===== src/rtl/mem_access_ctrl_pkg.sv =====
// Shared types and constants for the MEM-stage memory access controller.
package mem_access_ctrl_pkg;

    localparam int unsigned DATA_W = 32;
    localparam int unsigned ADDR_W = 32;
    localparam int unsigned SEL_W  = 4;
    localparam int unsigned LANE_W = 2;

    localparam logic [SEL_W-1:0] MEM_SEL_NONE = 4'b0000;
    localparam logic [SEL_W-1:0] MEM_SEL_BYTE = 4'b0001;
    localparam logic [SEL_W-1:0] MEM_SEL_WORD = 4'b1111;

    typedef enum logic [1:0] {
        ST_IDLE = 2'd0,
        ST_BUSY = 2'd1,
        ST_DONE = 2'd2
    } state_t;

    // Attributes of the in-flight access needed after the issue cycle
    typedef struct packed {
        logic              read;
        logic              sign_ext;
        logic              word;
        logic [LANE_W-1:0] lane;
    } mem_req_t;

    // Byte stores are replicated to every lane; the strobe picks the real one
    function automatic logic [DATA_W-1:0] align_store(input logic word,
                                                      input logic [DATA_W-1:0] data);
        return word ? data : {4{data[7:0]}};
    endfunction

    // Per-lane write strobe for a select pattern placed at a byte lane
    function automatic logic [SEL_W-1:0] lane_strobe(input logic [SEL_W-1:0] sel,
                                                     input logic [LANE_W-1:0] lane);
        return SEL_W'(sel << lane);
    endfunction

endpackage


===== src/rtl/mem_load_align.sv =====
// Load data extraction: picks the addressed byte lane and sign/zero extends it.
module mem_load_align
    import mem_access_ctrl_pkg::*;
(
    input  logic [DATA_W-1:0] rd_data,
    input  logic [LANE_W-1:0] lane,
    input  logic              word,
    input  logic              sign_ext,
    output logic [DATA_W-1:0] data_c
);

    logic [7:0] lane_byte;

    // Lane select (lane 0 = bits 7:0) and extension
    always_comb begin
        lane_byte = rd_data[7:0];
        case (lane)
            2'd0:    lane_byte = rd_data[7:0];
            2'd1:    lane_byte = rd_data[15:8];
            2'd2:    lane_byte = rd_data[23:16];
            default: lane_byte = rd_data[31:24];
        endcase
        if (word) begin
            data_c = rd_data;
        end else begin
            data_c = {{24{sign_ext & lane_byte[7]}}, lane_byte};
        end
    end

endmodule


===== src/rtl/mem_access_ctrl.sv =====
// MEM-stage controller: issues aligned RAM requests, waits for ram_ready with
// a timeout, returns extended load data and stalls the pipeline meanwhile.
module mem_access_ctrl
    import mem_access_ctrl_pkg::*;
#(
    parameter int unsigned TIMEOUT_CYCLES = 255,
    parameter int unsigned CNT_WIDTH      = 8
) (
    input  logic              clk,
    input  logic              rst,
    input  logic              flush,
    input  logic              mem_read_flag,
    input  logic              mem_write_flag,
    input  logic              mem_sign_ext_flag,
    input  logic [SEL_W-1:0]  mem_sel,
    input  logic [DATA_W-1:0] mem_write_data,
    input  logic [ADDR_W-1:0] mem_addr,
    output logic              ram_en,
    output logic [SEL_W-1:0]  ram_write_en,
    output logic [ADDR_W-1:0] ram_addr,
    output logic [DATA_W-1:0] ram_write_data,
    input  logic [DATA_W-1:0] ram_read_data,
    input  logic              ram_ready,
    output logic              stall_request,
    output logic [DATA_W-1:0] load_data,
    output logic              load_valid,
    output logic              addr_error,
    output logic              bus_error
);

    localparam logic [CNT_WIDTH-1:0] CNT_LAST = CNT_WIDTH'(TIMEOUT_CYCLES - 1);

    state_t                state_q, state_d;
    mem_req_t              req_q, req_d;
    logic                  drop_q, drop_d;
    logic [CNT_WIDTH-1:0]  cnt_q, cnt_d;

    logic                  ram_en_d;
    logic [SEL_W-1:0]      ram_write_en_d;
    logic [ADDR_W-1:0]     ram_addr_d;
    logic [DATA_W-1:0]     ram_write_data_d;
    logic [DATA_W-1:0]     load_data_d;
    logic                  load_valid_d;
    logic                  addr_error_d;
    logic                  bus_error_d;

    logic                  req_c;
    logic                  is_word_c;
    logic                  misaligned_c;
    logic                  drop_now_c;
    logic [DATA_W-1:0]     aligned_load_c;

    assign req_c        = (mem_read_flag | mem_write_flag) & (|mem_sel) & ~flush;
    assign is_word_c    = (mem_sel == MEM_SEL_WORD);
    assign misaligned_c = is_word_c & (|mem_addr[1:0]);
    assign drop_now_c   = drop_q | flush;

    // Lane extraction of the returning read data for the latched access
    mem_load_align u_load_align (
        .rd_data  (ram_read_data),
        .lane     (req_q.lane),
        .word     (req_q.word),
        .sign_ext (req_q.sign_ext),
        .data_c   (aligned_load_c)
    );

    // State and registered outputs
    always_ff @(posedge clk or negedge rst) begin
        if (!rst) begin
            state_q        <= ST_IDLE;
            req_q          <= '0;
            drop_q         <= 1'b0;
            cnt_q          <= '0;
            ram_en         <= 1'b0;
            ram_write_en   <= '0;
            ram_addr       <= '0;
            ram_write_data <= '0;
            load_data      <= '0;
            load_valid     <= 1'b0;
            addr_error     <= 1'b0;
            bus_error      <= 1'b0;
        end else begin
            state_q        <= state_d;
            req_q          <= req_d;
            drop_q         <= drop_d;
            cnt_q          <= cnt_d;
            ram_en         <= ram_en_d;
            ram_write_en   <= ram_write_en_d;
            ram_addr       <= ram_addr_d;
            ram_write_data <= ram_write_data_d;
            load_data      <= load_data_d;
            load_valid     <= load_valid_d;
            addr_error     <= addr_error_d;
            bus_error      <= bus_error_d;
        end
    end

    // Next state, next registered outputs and the combinational stall
    always_comb begin
        state_d          = state_q;
        req_d            = req_q;
        drop_d           = drop_q;
        cnt_d            = cnt_q;
        ram_en_d         = 1'b0;
        ram_write_en_d   = '0;
        ram_addr_d       = ram_addr;
        ram_write_data_d = ram_write_data;
        load_data_d      = load_data;
        load_valid_d     = 1'b0;
        addr_error_d     = 1'b0;
        bus_error_d      = 1'b0;
        stall_request    = 1'b0;

        case (state_q)
            ST_IDLE: begin
                cnt_d  = '0;
                drop_d = 1'b0;
                if (req_c) begin
                    if (misaligned_c) begin
                        addr_error_d = 1'b1;
                    end else begin
                        stall_request    = 1'b1;
                        req_d.read       = mem_read_flag;
                        req_d.sign_ext   = mem_sign_ext_flag;
                        req_d.word       = is_word_c;
                        req_d.lane       = mem_addr[1:0];
                        ram_en_d         = 1'b1;
                        ram_write_en_d   = mem_read_flag ? MEM_SEL_NONE
                                                         : lane_strobe(mem_sel, mem_addr[1:0]);
                        ram_addr_d       = {mem_addr[ADDR_W-1:2], 2'b00};
                        ram_write_data_d = align_store(is_word_c, mem_write_data);
                        state_d          = ST_BUSY;
                    end
                end
            end

            ST_BUSY: begin
                stall_request = 1'b1;
                drop_d        = drop_now_c;
                if (ram_ready) begin
                    cnt_d = '0;
                    if (req_q.read) begin
                        load_data_d = aligned_load_c;
                    end
                    if (drop_now_c) begin
                        state_d = ST_IDLE;
                    end else begin
                        load_valid_d = req_q.read;
                        state_d      = ST_DONE;
                    end
                end else if (cnt_q == CNT_LAST) begin
                    cnt_d       = '0;
                    bus_error_d = 1'b1;
                    state_d     = ST_DONE;
                end else begin
                    cnt_d          = cnt_q + CNT_WIDTH'(1);
                    ram_en_d       = 1'b1;
                    ram_write_en_d = ram_write_en;
                end
            end

            ST_DONE: begin
                drop_d  = 1'b0;
                state_d = ST_IDLE;
            end

            default: begin
                state_d = ST_IDLE;
            end
        endcase
    end

endmodule


===== config.mk =====
export PLATFORM = sky130hd
export DESIGN_NAME = mem_access_ctrl
export DESIGN_NICKNAME = d
export VERILOG_FILES = /design/src/rtl/mem_access_ctrl_pkg.sv /design/src/rtl/mem_load_align.sv /design/src/rtl/mem_access_ctrl.sv
export SDC_FILE = /design/constraint.sdc
export NUM_CORES = 1
export LEC_CHECK = 0
export CAP_MARGIN = 20
export CORE_MARGIN = 3
export CORE_UTILIZATION = 60
export DETAILED_ROUTE_END_ITERATION = 7
export DONT_BUFFER_PORTS = 1
export GPL_ROUTABILITY_DRIVEN = 0
export PLACE_DENSITY = 0.75
export SYNTH_ARGS = -nofsm -noshare
export SYNTH_HDL_FRONTEND = slang
export SYNTH_SLANG_ARGS = --single-unit

===== constraint.sdc =====
create_clock -name clk -period 1.89 [get_ports clk]
set_input_delay 0.378 -clock clk [delete_from_list [all_inputs] [get_ports clk]]
set_output_delay 0.378 -clock clk [all_outputs]
set_load 0.1 [all_outputs]

Word level (Yosys, flattened, before mapping)
Cells that the tools add are included.

Bits in registers: 118. Bits of input ports: 107. Output and inout port bits: 105. Word-level logic and storage cells: 78.

Add/subtract/negate cells: 1. Equal/unequal tests: 9. Shift-type cells: 1. Mux-type cells: 34. Bitwise gates (word level): 8. Reduce and logical (&&, ||, !) cells: 10.

Operators by type and width (count): $mux 32 (2); $pmux 8 s3 (1); $mux 4 (5); $mux 8 (2); $pmux 8 s2 (1); $mux 1 (13); $mux 2 (5); $reduce_and 3->1 (3); $add 8x1->8 const B (1); $eq 8x8->1 const B (1); $pmux 4 s2 (1); $pmux 1 s2 (3); $and 1x1->1 (4); $eq 2x1->1 const B (2); $eq 2x2->1 const B (2); $eq 4x4->1 const B (1); $logic_not 2->1 (2); $ne 2x2->1 const B (2); $pmux 2 s2 (1); $reduce_bool 2->1 (2); $reduce_or 2->1 (2); $reduce_or 4->1 (1); $shl 4x2->4 (1); $ne 3x3->1 const B (1); 2 further kinds (4).

Depth between registers and ports, before layout
Gate-level depths: netlist (run 1).

Word-level depth: 5. Mapped depth: 7. Mapped depth without buffers: 5.

By module
Synthesis (run 1) repeated with hierarchy kept, for this count alone.

Cells, all modules: 469. Area total of the unflattened synthesis: 5377.7 um2.

By module, submodules not included: mem_access_ctrl (times used 1, cells an instance 372, area an instance 4777.1 um2, seq. area each 2952.8 um2); mem_load_align (times used 1, cells an instance 97, area an instance 600.6 um2, seq. area each 0.0 um2).

Worst setup path before layout (run 1)
No wires, ideal clock.

Path kind: input port to output port. From: in mem_sel[3]. To: out stall_request. Data arrival time: 2.387 ns. Required time: 1.512 ns. Slack: -0.875 ns. Cell stages on the path: 5. Path buffers: 1. Cell sequence: and4_1 -> clkbuf_1 -> o21ai_0 -> nand3_1 -> a21oi_1.

Cells in the longest elaborated chain, start to end: 5. Elaborated cells on any way between the ends: 8. Classes of those cells: eq/ne: 1; mux: 3; bitwise: 3; reduce/logical: 1.

RTL lines: start, declared (line mem_access_ctrl.sv:15) `input logic [SEL_W-1:0] mem_sel,`; $eq 4x4->1 or $reduce_or 4->1 (tied branches) (line mem_access_ctrl.sv:54, mem_access_ctrl.sv:53); $and 1x1->1, on equally long branches (line mem_access_ctrl.sv:55, mem_access_ctrl.sv:53); $mux 1 or $and 1x1->1 (tied branches) (line mem_access_ctrl.sv:119, mem_access_ctrl.sv:53); $mux 1 (*) (line mem_access_ctrl.sv:118) `if (req_c) begin`; $pmux 1 s2 (*) (line mem_access_ctrl.sv:114) `case (state_q)`; end, declared (line mem_access_ctrl.sv:24) `output logic stall_request,`.

Mark *: on every way between the ends. The rest lies on a longest branch, timed or not.

Worst setup path in the final report (run 1)
From: reg state_q[1]. To: reg cnt_q[3].

Cells in the longest elaborated chain, start to end: 2. Elaborated cells on any way between the ends: 4. Classes of those cells: eq/ne: 1; mux: 1; reduce/logical: 2.

RTL lines: start, declared (line mem_access_ctrl.sv:33) `state_t state_q, state_d;`; start signal, assigned (line mem_access_ctrl.sv:83) `state_q <= state_d;`; $eq 2x1->1 or $logic_not 2->1 (tied branches) (line mem_access_ctrl.sv:114); $pmux 8 s2 or $reduce_bool 2->1 (tied branches); end signal, assigned (line mem_access_ctrl.sv:86) `cnt_q <= cnt_d;`; end, declared (line mem_access_ctrl.sv:36) `logic [CNT_WIDTH-1:0] cnt_q, cnt_d;`.

Several ways; a longest one is shown, not always the timed one. A chain may end at the register's enable or synchronous reset.

==> results of run 1 <==
[cell type report]
type,count,share of cell area (%)
clock buffers,19,6.54
clock inverters,13,1.71
inverters,3,0.175
multi-input cells,313,32.2
flip-flops and latches,118,45.8
well taps,105,2.04
repair buffers,89,11.5
[metrics by stage]
step / std cells / util [%]
after floorplan: 468 / -
after global placement: 618 / 70.0
after detailed placement: 618 / 70.0
after CTS: 659 / 77.4
after global routing: 660 / 77.7
final: 660 / 77.7
[Yosys cell counts, drive strengths merged, types with 3 or more instances]
master / count
mux2i: 6
o21a: 5
nand3: 54
o211ai: 5
nor2b: 3
nand2: 66
dfrtp: 118
buf: 17
and2: 9
mux2: 47
a31oi: 3
inv: 3
mux4: 3
clkbuf: 17
nor2: 12
a21oi: 32
a22oi: 5
o21ai: 33
[sequential cells by signal, summed over array words and instances (netlist names)]
signal and cells:
req_q 5, ram_write_en 4, ram_write_data 32, bus_error 1, cnt_q 8, addr_error 1, load_data 32, ram_addr 30
load_valid 1, state_q 2, ram_en 1, drop_q 1
[metal layers]
metal	global-route usage (%)	up-vias	share of wire, %
li1	-	1794	-
met1	33.0	1889	37
met2	44.6	224	51
met3	9.48	38	9.5
met4	10.4	0	2.9
met5	0	-	0
[repair_timing]
action                                  CTS  global route
endpoints found under the setup margin    0             2
setup buffers                             0             1
hold endpoints to repair                127           118
resized for setup                         0             1
[worst max-delay path, cell delays in order, from the launching register on]
cell and delay (ns):
dfrtp_1 0.51, or3b_1 0.49, a41oi_4 0.32, a41oi_1 0.19, a31oi_1 0.26
[how the worst max path moves through the flow]
| stage | from | end | depth (start not counted) |
|---|---|---|---|
| 2_1_floorplan | mem_sel[3] | stall_request | 5 |
| 3_3_place_gp | mem_sel[0] | ram_addr[6]$_DFFE_PN0P_ | 4 |
| 3_5_place_dp | mem_sel[0] | ram_write_data[3]$_DFFE_PN0P_ | 4 |
| 4_1_cts | state_q[1]$_DFFE_PN0P_ | cnt_q[3]$_DFFE_PN0P_ | 4 |
| 5_1_grt | state_q[1]$_DFFE_PN0P_ | cnt_q[3]$_DFFE_PN0P_ | 4 |
| 6_report | state_q[1]$_DFFE_PN0P_ | cnt_q[3]$_DFFE_PN0P_ | 4 |
[logic make-up after synthesis]
kind of cell    Yosys count  synth area share (%)
fa+ha+maj                 2                 0.481
compound gates           93                  10.8
mux                      56                  13.4
other cells               1                0.0721
xor+xnor                  2                 0.337
flops                   118                  56.8
buf+inv                  37                  3.95
simple gates            158                  14.2
==> flow_summary.json, run 1 <==
{
  "status": "complete, but fails checks",
  "violations": "hold timing",
  "fin_setup_tns_ns": 0,
  "ys_ff_latch": 118,
  "ys_seq_area_share_pct": 56.8,
  "start_kind": "flip-flop",
  "r2r_end": "cnt_q[3]$_DFFE_PN0P_",
  "drive_gt1_share_pct": 28.3,
  "core-area_mm2": 0.00830,
  "fin_crit_sh_pct": 99.8,
  "cp.required_ns": 2.28,
  "firstDrtPassIters": 5,
  "worstSetupPathType": "flip-flop to flip-flop",
  "clock_sinks": 118,
  "syn_area_mm2": 0.00520,
  "hold_viol": 118,
  "ios": 212,
  "end_kind": "flip-flop",
  "cap_violations": 0,
  "clk_path_buf_depth": 2,
  "yosysUniqueCellTypes": 47,
  "syn_avg_cell_area_um2": 11.1,
  "place_ws_ns": 0.0350,
  "ant_nets": 0,
  "arrival_ns": 2.28,
  "synthTopCellsByArea": "dfrtp_1, mux2_2, nand3_1",
  "synth.yosys.warnings": 0,
  "r2r_slack_ns": 0.004,
  "setup_ws_ns": 0.00421,
  "post-route-min-period_ns": 1.89,
  "synth_edf_count": 0,
  "netlist.area_leader.share_pct": 56.8,
  "grt_max_degree": 119,
  "fp.dieH_um": 99.1,
  "seqCellArea_mm2": 0.00295,
  "grt_pass1_wl_um": 20900,
  "crit_fanout": 10,
  "dp_hpwl_um": 9020,
  "r2r_cells": 4,
  "clock_latency_ns": 0.50,
  "finalNetCount": 651,
  "synth_top_area_cell": "dfrtp_1",
  "drcViolationCount": 0,
  "wl_per_cell_um": 19.7,
  "fin_hold_ws_ns": -0.432,
  "clk_pin_slew_ns": 0.06,
  "worstMarginPinSlew_ns": 0.943,
  "grt_util_all_layers_pct": 27.1,
  "max_freq_mhz": 530,
  "vias_per_cell": 5.98,
  "place_area_mm2": 0.00581,
  "hp-class": "input port to async pin",
  "grt_pass1_vias": 4085,
  "routed_wl_um": 13000,
  "dr_total_vias": 3945,
  "multi_input_area_mm2": 0.00208,
  "grt_antenna_before_repair": 0,
  "h-tree-depth": 4,
  "rr_startpoint": "state_q[1]$_DFFE_PN0P_",
  "std_cell_rows": 33,
  "start_util_pct": 62.6,
  "cts_tree": "done",
  "fillers": 535,
  "final_cell_mix": "dfrtp_1, buf_4, nand2_1",
  "ys_async_sr_fraction_pct": 100,
  "netlist_instances": 467,
  "setup_viol": 0,
  "die-area_mm2": 0.00982,
  "finalMaxSlewViolations": 0,
  "drt_iter0_markers": 194,
  "finalInstanceArea_mm2": 0.00645,
  "slew_headroom_pct": 37.1,
  "ctsHoldBuffers": 9,
  "final_common_cell": "dfrtp_1",
  "port_buffers": 0,
  "area_growth_pct": 24.0,
  "die_w_um": 99.1,
  "overflow": 0,
  "antennaDiodeCount": 0,
  "ys.flop_type": "dfrtp_1",
  "numCtsBuffers": 17,
  "fin_skew_ns": 0.00800,
  "cts.root.buffer_cell": "clkbuf_8"
}
Power of run 1 is not shown: default switching activity piles up to over one toggle a cycle in this logic, so the estimate is an artifact.
==> inputs of run 2 (changes only) <==
--- a/config.mk
+++ b/config.mk
@@ -6,7 +6,6 @@
 export NUM_CORES = 1
 export LEC_CHECK = 0
 export CAP_MARGIN = 20
-export CORE_MARGIN = 3
 export CORE_UTILIZATION = 60
 export DETAILED_ROUTE_END_ITERATION = 7
 export DONT_BUFFER_PORTS = 1
==> run 2 against run 1 <==
Utilization rose by 1.1 points. Global-route usage rose by 2.7 points. Register-to-register slack improved by 0.096 ns. Flip-flop and latch count did not move. Critical path type is now flip-flop to output pin. Non-clock buffer count rose by 5. Wire length fell by 1.9%. Worst setup slack improved by 0.035 ns. The run still ends with hold timing left.
==> flow_summary.json, run 2 (same netlist as run 1, synthesis figures left out) <==
{
  "numCtsBuffers": 17,
  "drt_iter0_markers": 237,
  "ant_nets": 0,
  "drcViolationCount": 0,
  "ios": 212,
  "start_kind": "flip-flop",
  "firstDrtPassIters": 5,
  "die-area_mm2": 0.00904,
  "overflow": 0,
  "status": "complete, but fails checks",
  "wl_per_cell_um": 19.2,
  "routed_wl_um": 12800,
  "arrival_ns": 1.47,
  "h-tree-depth": 4,
  "fin_crit_sh_pct": 97.9,
  "cts.root.buffer_cell": "clkbuf_8",
  "rr_startpoint": "state_q[1]$_DFFE_PN0P_",
  "std_cell_rows": 33,
  "cp.required_ns": 1.51,
  "grt_max_degree": 119,
  "grt_setup_unrepaired": "no",
  "clk_pin_slew_ns": 0.06,
  "crit_fanout": 2,
  "final_cell_mix": "dfrtp_1, buf_4, nand2_1",
  "hold_viol": 118,
  "port_buffers": 0,
  "vias_per_cell": 6.00,
  "max_freq_mhz": 540,
  "finalNetCount": 656,
  "cts_tree": "done",
  "clk_path_buf_depth": 2,
  "startpoint": "ram_write_en[0]$_DFFE_PN0P_",
  "grt_pass1_wl_um": 20000,
  "end_kind": "output pin",
  "dp_hpwl_um": 8740,
  "finalInstanceArea_mm2": 0.00654,
  "cap_violations": 0,
  "ctsHoldBuffers": 16,
  "worstSetupPathType": "flip-flop to output pin",
  "violations": "hold timing",
  "grt_antenna_before_repair": 0,
  "slew_headroom_pct": 37.0,
  "clock_latency_ns": 0.51,
  "setup_viol": 0,
  "die_w_um": 95.1,
  "area_growth_pct": 25.8,
  "core-area_mm2": 0.00830,
  "fin_hold_ws_ns": -0.444,
  "drive_gt1_share_pct": 28.0,
  "clock_sinks": 118,
  "fin_skew_ns": 0.0204,
  "hp-class": "input port to async pin",
  "top_regs": "load_data: 32 flops, ram_write_data: 32 flops, ram_addr: 30 flops",
  "worstMarginPinSlew_ns": 0.944,
  "dr_total_vias": 3987,
  "fin_setup_tns_ns": 0,
  "antennaDiodeCount": 0,
  "place_area_mm2": 0.00579,
  "final_common_cell": "dfrtp_1",
  "finalMaxSlewViolations": 0,
  "start_util_pct": 62.6,
  "post-route-min-period_ns": 1.85,
  "fp.dieH_um": 95.1,
  "grt_util_all_layers_pct": 29.9,
  "grt_pass1_vias": 4053,
  "post_cts_buffers": 0
}
## run 2: cell count changes in the layout (fill, tap and decap cells not counted)
cell           delta
clkbuf_8          +1
clkbuf_1          -2
inv_6             +2
clkinvlp_4        -1
bufinv_16         +1
buf_4             -1
clkinv_4          +2
buf_12            -1
dlygate4sd3_1     +7
clkinv_2          -3
## run 2: final timing paths
check	to	slack (ns)	depth (start not counted)
max	ram_write_en[0]	0.04	0
min	ram_addr[29]$_DFFE_PN0P_	-0.44	0
min reg2reg	load_valid$_DFF_PN0_	0.46	1
max in group asynchronous	load_data[7]$_DFFE_PN0P_	2.18	0
max reg2reg	ram_write_data[29]$_DFFE_PN0P_	0.10	5
min in group clk	ram_addr[26]$_DFFE_PN0P_	0.02	1
## run 2: layout make-up
class / instances / area [µm²]
multi-input cells: 313 / 2080
repair buffers: 94 / 783
well taps: 105 / 131
inverters: 3 / 11.3
flip-flops and latches: 118 / 2950
clock buffers: 18 / 428
fillers: 531 / 1760
clock inverters: 14 / 153
## run 2: what timing repair did
action / 4_1_cts / 5_1_grt
endpoints found under the hold margin: 134 / 118
endpoints found under the setup margin: 0 / 2
gates resized for setup: 0 / 1
## run 2: per-layer routing
| metal | share of wire (%) | vias to the layer above | track usage [%] |
|---|---|---|---|
| met5 | 0 | - | 0 |
| met4 | 2.2 | 0 | 11.4 |
| met3 | 9.4 | 31 | 9.97 |
| met1 | 37 | 1927 | 36.3 |
| li1 | - | 1807 | - |
| met2 | 51 | 222 | 49.4 |
## run 2: through the flow
| step | utilization (%) | hold WS (ns) | setup slack [ns] | std cells |
|---|---|---|---|---|
| floorplan | - | 0.0824 | 0.0154 | 468 |
| global placement | 69.7 | 0.0862 | 0.0502 | 617 |
| detailed placement | 69.7 | 0.0860 | 0.0209 | 617 |
| CTS | 78.6 | -0.455 | 0.0188 | 665 |
| global route | 78.8 | -0.457 | 0.0108 | 665 |
| finish | 78.8 | -0.444 | 0.0389 | 665 |
Power of run 2 is left out for the same reason.
==> inputs of run 3 (changes only) <==
--- a/config.mk
+++ b/config.mk
@@ -7,6 +7,7 @@
 export LEC_CHECK = 0
 export CAP_MARGIN = 20
 export CORE_UTILIZATION = 60
+export CTS_CLUSTER_SIZE = 14
 export DETAILED_ROUTE_END_ITERATION = 7
 export DONT_BUFFER_PORTS = 1
 export GPL_ROUTABILITY_DRIVEN = 0
==> results of run 3 <==
The final DEF is identical to that of run 2; final timing and power are the same.
Power of run 3 is left out for the same reason.
